File: config.mk
export PLATFORM = sky130hd
export DESIGN_NAME = request_pool
export DESIGN_NICKNAME = d
export VERILOG_FILES = /design/src/rtl/request_pool.sv
export SDC_FILE = /design/constraint.sdc
export NUM_CORES = 2
export LEC_CHECK = 0
export CORE_ASPECT_RATIO = 0.8
export CORE_UTILIZATION = 50
export DETAILED_ROUTE_END_ITERATION = 7
export PLACE_DENSITY = 0.69
export SLEW_MARGIN = 20
export SYNTH_ARGS = -nofsm -noshare
export SYNTH_HDL_FRONTEND = slang
export SYNTH_SLANG_ARGS = --single-unit
File: constraint.sdc
create_clock -name clk -period 38.6 [get_ports clk]
set_input_delay 7.72 -clock clk [delete_from_list [all_inputs] [get_ports clk]]
set_output_delay 7.72 -clock clk [all_outputs]
set_load 0.01 [all_outputs]
File: src/rtl/request_pool.sv
// Request store with a free-list allocator, per-entry age ranks, an oldest-match row CAM
// and a bank-busy probe. Retirement is one slot per cycle; flush keeps entry data.
module request_pool #(
    parameter int DEPTH  = 16,
    parameter int BG_W   = 2,
    parameter int BANK_W = 2,
    parameter int ROW_W  = 16,
    parameter int COL_W  = 10,
    localparam int ID_W   = $clog2(DEPTH),
    localparam int ADDR_W = BG_W + BANK_W + ROW_W + COL_W,
    localparam int TAG_W  = ADDR_W - COL_W
) (
    input  logic              clk,
    input  logic              rst_n,
    input  logic              flush,
    input  logic              req_valid,
    input  logic [ADDR_W-1:0] req_addr,
    output logic              req_ready,
    output logic [ID_W-1:0]   alloc_id,
    input  logic              ret_valid,
    input  logic [ID_W-1:0]   ret_id,
    output logic              ret_err,
    input  logic [ID_W-1:0]   rd_addr,
    output logic [ADDR_W-1:0] rd_entry,
    output logic              rd_valid,
    output logic [ID_W-1:0]   rd_age,
    input  logic [TAG_W-1:0]  cam_tag,
    output logic              cam_hit,
    output logic [ID_W-1:0]   cam_id,
    output logic              bank_busy,
    output logic [ID_W:0]     count
);

    localparam logic [ID_W:0] DEPTH_C = (ID_W+1)'(DEPTH);

    logic [DEPTH-1:0]  valid;
    logic [ID_W-1:0]   age  [DEPTH];
    logic [ADDR_W-1:0] data [DEPTH];
    logic [ID_W-1:0]   fl   [DEPTH];
    logic [ID_W-1:0]   head;
    logic [ID_W-1:0]   tail;

    logic            enq;
    logic            ret_ok;
    logic            ret_bad;
    logic [ID_W-1:0] ret_age;
    logic [ID_W-1:0] best_age;

    assign req_ready = (count < DEPTH_C) && !flush;
    assign alloc_id  = fl[head];
    assign enq       = req_valid && req_ready;
    assign ret_ok    = ret_valid && valid[ret_id] && !flush;
    assign ret_bad   = ret_valid && !valid[ret_id] && !flush;
    assign ret_age   = age[ret_id];

    // Oldest match wins: ages of valid entries are unique, so the max is unambiguous.
    always_comb begin
        cam_hit   = 1'b0;
        cam_id    = '0;
        best_age  = '0;
        bank_busy = 1'b0;
        for (int i = 0; i < DEPTH; i++) begin
            if (valid[i] && data[i][ADDR_W-1:COL_W] == cam_tag) begin
                if (!cam_hit || age[i] > best_age) begin
                    cam_hit  = 1'b1;
                    cam_id   = ID_W'(i);
                    best_age = age[i];
                end
            end
            if (valid[i] && data[i][ADDR_W-1:COL_W+ROW_W] == cam_tag[TAG_W-1:ROW_W])
                bank_busy = 1'b1;
        end
    end

    always_ff @(posedge clk or negedge rst_n) begin
        if (!rst_n) begin
            for (int i = 0; i < DEPTH; i++) begin
                age[i]  <= '0;
                data[i] <= '0;
                fl[i]   <= ID_W'(i);
            end
            valid    <= '0;
            head     <= '0;
            tail     <= '0;
            count    <= '0;
            ret_err  <= 1'b0;
            rd_entry <= '0;
            rd_valid <= 1'b0;
            rd_age   <= '0;
        end else if (flush) begin
            for (int i = 0; i < DEPTH; i++) begin
                age[i] <= '0;
                fl[i]  <= ID_W'(i);
            end
            valid    <= '0;
            head     <= '0;
            tail     <= '0;
            count    <= '0;
            ret_err  <= 1'b0;
            rd_entry <= '0;
            rd_valid <= 1'b0;
            rd_age   <= '0;
        end else begin
            rd_entry <= data[rd_addr];
            rd_valid <= valid[rd_addr];
            rd_age   <= age[rd_addr];
            ret_err  <= ret_bad;

            for (int i = 0; i < DEPTH; i++) begin
                if (enq && ID_W'(i) == alloc_id) begin
                    valid[i] <= 1'b1;
                    age[i]   <= '0;
                    data[i]  <= req_addr;
                end else if (ret_ok && ID_W'(i) == ret_id) begin
                    valid[i] <= 1'b0;
                    age[i]   <= '0;
                end else if (valid[i]) begin
                    age[i] <= age[i] + ID_W'(enq) - ID_W'(ret_ok && (age[i] > ret_age));
                end
            end

            // The freed id lands at the tail, so it cannot be this cycle's alloc_id.
            if (enq)
                head <= head + ID_W'(1);
            if (ret_ok) begin
                fl[tail] <= ret_id;
                tail     <= tail + ID_W'(1);
            end

            if (enq && !ret_ok)
                count <= count + (ID_W+1)'(1);
            else if (ret_ok && !enq)
                count <= count - (ID_W+1)'(1);
        end
    end

endmodule

Word level (Yosys, flattened, before mapping)
Index checks and enable logic that the tools add are counted.
{"block": "totals", "ff_bits": 673, "latchBits": 0, "ram_bits": 0, "rom_bits": 0, "input_bits": 63, "out_inout_bits": 52, "elab_cells": 609, "n_memories": 0}
{"block": "classes", "addsub": 36, "n_mul": 0, "n_div": 0, "order_cmp": 39, "eq_ne": 62, "shift": 0, "n_mux": 220, "bitwise_logic": 5, "n_reduce_logical": 176}
{"operator": "4-bit two-way mux", "count": 117}
{"operator": "20-bit == test", "count": 16}
{"operator": "64-bit two-way mux", "count": 3}
{"operator": "4-bit > comparator", "count": 31}
{"operator": "30-bit binary-select mux with 4-bit select", "count": 1}
{"operator": "30-bit two-way mux", "count": 3}
{"operator": "1-bit logical AND", "count": 89}
{"operator": "1-bit two-way mux", "count": 85}
{"operator": "4-bit by 1-bit adder with 4-bit output", "count": 16}
{"operator": "64-bit bitwise mux", "count": 1}
{"operator": "4-bit == test", "count": 16}
{"operator": "4-bit == test (first input constant)", "count": 16}
{"operator": "4-bit nonzero test", "count": 16}
{"operator": "4-bit by 1-bit subtractor with 4-bit output", "count": 16}
{"operator": "3-bit nonzero test", "count": 17}
{"operator": "4-bit binary-select mux with 4-bit select", "count": 3}
{"operator": "3-bit by 4-bit == test with 1-bit output (first input constant)", "count": 8}
{"operator": "2-bit AND reduction", "count": 16}
{"operator": "5-bit >= comparator (second input constant)", "count": 4}
{"operator": "4-bit inverter with 5-bit output", "count": 4}
{"operator": "1-bit zero test", "count": 19}
{"operator": "4-bit demux with 4-bit select", "count": 1}
{"operator": "2-bit by 4-bit == test with 1-bit output (first input constant)", "count": 4}
{"operator": "16-bit two-way mux", "count": 1}
{"operator": "other kinds (13)", "count": 35}

Logic depth before layout (Yosys ltp)
{"block": "depth", "depth_word": 63, "ltp_mapped": 140, "depth_no_buf": 135}

Least setup slack after synthesis
Ideal clock, no wire load.
{"block": "synth_timing", "path_type": "input to output", "from": "input cam_tag[17]", "to": "output cam_id[3]", "t_arrival_ps": 30625, "t_required_ps": 30880, "slack_ps": 255, "cell_stages": 127, "path_buffers": 6, "path_cell_list": "buf_2 -> a22o_1 -> or4_1 -> buf_2 -> nor2_1 -> nand2_1 -> ha_1 -> nor2b_1 -> o21a_1 -> o31a_1 -> a311oi_1 -> a22oi_1 -> ha_1 -> a21oi_1 -> o21ai_0 -> nand2_1 -> a211o_1 -> buf_6 -> (+91 left out) -> a31oi_1 -> ha_1 -> nor2b_1 -> o21ai_0 -> nand2b_1 -> a21oi_1 -> a41o_1 -> a21o_1 -> a31oi_1 -> ha_1 -> nor2b_1 -> o21ai_0 -> nand2b_1 -> a21oi_1 -> a41o_1 -> a21o_1 -> nand2_1 -> or3b_1"}
{"block": "synth_via", "elab_chain_len": 63, "word_cells_on_any_way": 162, "cone_classes": "15 x order compare; 16 x eq/ne; 85 x mux; 46 x reduce/logical"}
{"item": "start, declared", "line": "27", "rtl": "input logic [TAG_W-1:0] cam_tag,"}
{"item": "20-bit == test", "line": "63", "rtl": "if (valid[i] && data[i][ADDR_W-1:COL_W] == cam_tag) begin"}
{"item": "1-bit logical AND", "line": "63"}
{"item": "4-bit two-way mux or 1-bit two-way mux (tied branches)", "line": "63"}
{"item": "4-bit > comparator or 1-bit zero test (tied branches)", "line": "64", "rtl": "if (!cam_hit || age[i] > best_age) begin"}
{"item": "1-bit logical OR", "line": "64"}
{"item": "4-bit two-way mux or 1-bit two-way mux (tied branches)", "line": "64"}
{"item": "4-bit two-way mux or 1-bit two-way mux (tied branches)", "line": "63"}
{"item": "4-bit > comparator or 1-bit zero test (tied branches)", "line": "64"}
{"item": "(+47 left out)"}
{"item": "4-bit > comparator or 1-bit zero test (tied branches)", "line": "64"}
{"item": "1-bit logical OR", "line": "64"}
{"item": "4-bit two-way mux or 1-bit two-way mux (tied branches)", "line": "64"}
{"item": "4-bit two-way mux or 1-bit two-way mux (tied branches)", "line": "63"}
{"item": "4-bit > comparator or 1-bit zero test (tied branches)", "line": "64"}
{"item": "1-bit logical OR", "line": "64"}
{"item": "4-bit two-way mux", "line": "64"}
{"item": "4-bit two-way mux *", "line": "63"}
{"item": "end, declared", "line": "29", "rtl": "output logic [ID_W-1:0] cam_id,"}
Every way passes the cells marked *; elsewhere a longest branch is shown, timed or not.

Worst setup path after layout
{"block": "layout_timing", "from": "input cam_tag[18]", "to": "output cam_id[3]"}
The elaborated chain is that of the path after synthesis.

==> flow_summary_export.csv <==
group,metric,value,unit
outcome,status,"complete, no violations",
sta,hold_ws,498,ps
final_layout,nFillCells,6783,
floorplan,rows,94,
floorplan,dieWidth,325,um
clock_network,h-tree-depth,3,
worst_setup_path,path_class,"input pin to primary output",
placement,gp_congestion,0.962,
routing,first_pass_iters,6,
sta,fmax,0.0263,GHz
sta,hold_viol_final,0,
final_layout,layout-drive-gt1-share,32.7,%
worst_setup_path,worstRegToRegCells,14,
yosys,yosysWarnings,0,
routing,wl_met2,55700,um
sta,fin_ws,642,ps
grt,grt.total_usage,29.7,%
floorplan,io_pins,115,
worst_setup_path,crit_path_start_kind,"input pin",
final_layout,finalNetCount,3953,
grt,grt_pass1_wl,190000,um
final_layout,stdcell_area,48200,sq um
yosys,ys.flop_type,"dfrtp_1",
routing,ant_nets,0,
final_layout,final_common_cell,"dfrtp_1",
clock_network,cts_tree,"built",
yosys,netlist_area,41700,sq um
clock_network,clk_pin_slew,60,ps
yosys,synthArstFlopShare,100,%
worst_setup_path,arrival,30240,ps
floorplan,die_h,260,um
clock_network,cts.sinks,673,
placement,dp_hpwl,86100,um
worst_setup_path,cp.required,30880,ps
power_and_ir_drop,p_leak,21.3,nW
worst_setup_path,crit_family,"compound AO/OA/AOI/OAI gates",
sta,finalSetupViolations,0,
sta,worst_pin_slew,1070,ps
sta,relSlewSlack,27.9,%
floorplan,die_area,84500,sq um
routing,vias,30000,
worst_setup_path,path_buf_inv,9,
routing,drtIter0Drc,2869,
routing,highest-signal-layer,"met4",
worst_hold_path,holdCritPathClass,"register to register",
yosys,synth-seq-cells,673,
worst_setup_path,crit_slowest_cell,"or4_4",
clock_network,root_buffer,"clkbuf_16",
sta,rsz0062_at_grt,"yes",
placement,port_buffers,114,
worst_setup_path,crit_top_cell,"o21a_1",
grt,grt_pass1_vias,29600,
sta,report.final.slew_viol_count,0,
power_and_ir_drop,power_density,42.0,nW/um^2
worst_setup_path,end_kind,"primary output",
final_layout,final_util,58.5,%
yosys,syn-num-nets,3770,
routing,wl_per_cell,25.9,um
grt,grt_max_degree,164,
clock_network,clkLatencyLatePin,640,ps
grt,gr-total-overflow,0,
worst_setup_path,max_stage_delay,570,ps
routing,route.detailed.drc,0,
worst_setup_path,cp.depth,126,
clock_network,numCtsBuffers,71,
clock_network,clockBufferDepth,3,
worst_setup_path,path_max_fanout,6,
sta,clock_skew,22.5,ps
placement,place_area,44600,sq um
final_layout,final_cell_count_no_fill,4841,
routing,wl_met3,11400,um
routing,vias_per_cell,6.20,
power_and_ir_drop,vdd_ir_drop_max,0.0311,mV
yosys,synth_edf_count,0,
placement,place_inst,4668,
flow_run,drv_cap,0,
routing,wl_met1,54700,um
placement,pre_cts_ws,-847,ps
worst_hold_path,holdPathStages,2,
yosys,synthCells,3499,
sta,finalCritPeriodShare,98.3,%
yosys,yosysSeqAreaShare,40.5,%
yosys,syn_area_per_cell,11.9,sq um
grt,antenna_found_initial,1,
final_layout,final_cell_mix,"641 x dfrtp_1, 487 x mux2_2, 222 x xnor2_1, 217 x nor2_1, 217 x buf_4",
routing,routed_wl,126000,um
floorplan,fp.coreArea,82300,sq um
floorplan,initial_core_util,50.6,%
yosys,synth_cell_type_count,92,
sta,post-route-min-period,37960,ps
final_layout,area.growth.synth_to_final,15.5,%
==> flip-flops by register name, indices dropped and copies added, names as in the netlist <==
signal and flops:
ret_err 1, tail 4, count 5, age 64, valid 16, rd_entry 30
rd_age 4, rd_valid 1, fl 64, head 4, data 480
==> cells in the mapped netlist (all sizes together) (62+ instances only) <==
cell type,n,share of area (%)
nand2,95,0.86
clkbuf,121,1.1
mux2i,62,1.5
inv,135,1.2
dfrtp,641,38
mux4,208,11
buf,107,1.2
mux2,495,13
ha,191,5.7
a21oi,106,1.3
xor2,153,3.2
xnor2,222,4.7
nor2,225,2.0
o21ai,65,0.79
==> report_power, final <==
| part | internal [mW] | leakage, nW | total, mW | switching [mW] |
|---|---|---|---|---|
| combinational | 0.213 | 11.0 | 0.415 | 0.202 |
| sequential | 0.796 | 9.09 | 0.878 | 0.0822 |
| clock | 0.423 | 1.20 | 0.730 | 0.308 |
==> kinds of logic (layout without fill, tap and decap cells) <==
family / after synthesis / count (layout) / share of synthesized area, %
buf+inv: 364 / 601 / 3.56
flops: 673 / 673 / 40.5
fa+ha+maj: 208 / 208 / 6.55
simple gates: 710 / 710 / 8.72
xor+xnor: 375 / 375 / 7.88
other cells: 0 / 1 / 0
mux: 765 / 765 / 26.1
compound gates: 404 / 404 / 6.71
==> layout make-up <==
type	count	area, sq um	share of cell area, %
multi-input combinational	2462	24100	50.0
sequential	673	16900	35.0
timing repair buffer	338	2860	5.94
clock buffer	88	1980	4.12
tap	1104	1380	2.87
inverter	136	510	1.06
clock inverter	39	458	0.951
antenna	1	2.50	0.00520
==> routing by layer <==
metal	vias up	global-route usage, %
met5	-	0
met4	0	8.69
met3	210	7.35
met2	1179	44.5
met1	15500	42.6
li1	13100	-
==> worst paths after layout <==
kind	from	to	slack (ps)
min	fl[49]	fl[49]	500
min reg2reg	fl[49]	fl[49]	500
max	cam_tag[18]	cam_id[3]	640
max in group asynchronous	rst_n	fl[45]	28260
max reg2reg	valid[1]	age[55]	33450
min in group asynchronous	rst_n	data[465]	7180
==> worst register-to-register path, stage by stage, from the launching register on <==
cell	delay [ps]
dfrtp_1	650
mux4_2	410
mux4_2	370
and2_1	880
nand2_1	880
nor3_1	500
ha_1	200
inv_1	60
ha_1	280
a21o_1	190
a21oi_1	170
xnor2_1	130
nand2_1	80
xnor2_1	170
nor2_1	60
==> per-stage QoR <==
step / TNS [ps] / total power, mW
after global routing: -1760 / 2.10
after global placement: -500 / 1.27
after detailed placement: -2890 / 1.28
final: 0 / 2.02
after CTS: 0 / 2.01
after floorplan: 0 / 1.13
==> repair_timing <==
item,in CTS,in global routing
gates cloned,0,0
endpoints found under the setup margin,4,4
pin swaps,10,82
buffers inserted,18,28
gates resized for setup,24,164
hold buffers,0,0
Note: power is estimated with default switching activity, not from simulation.
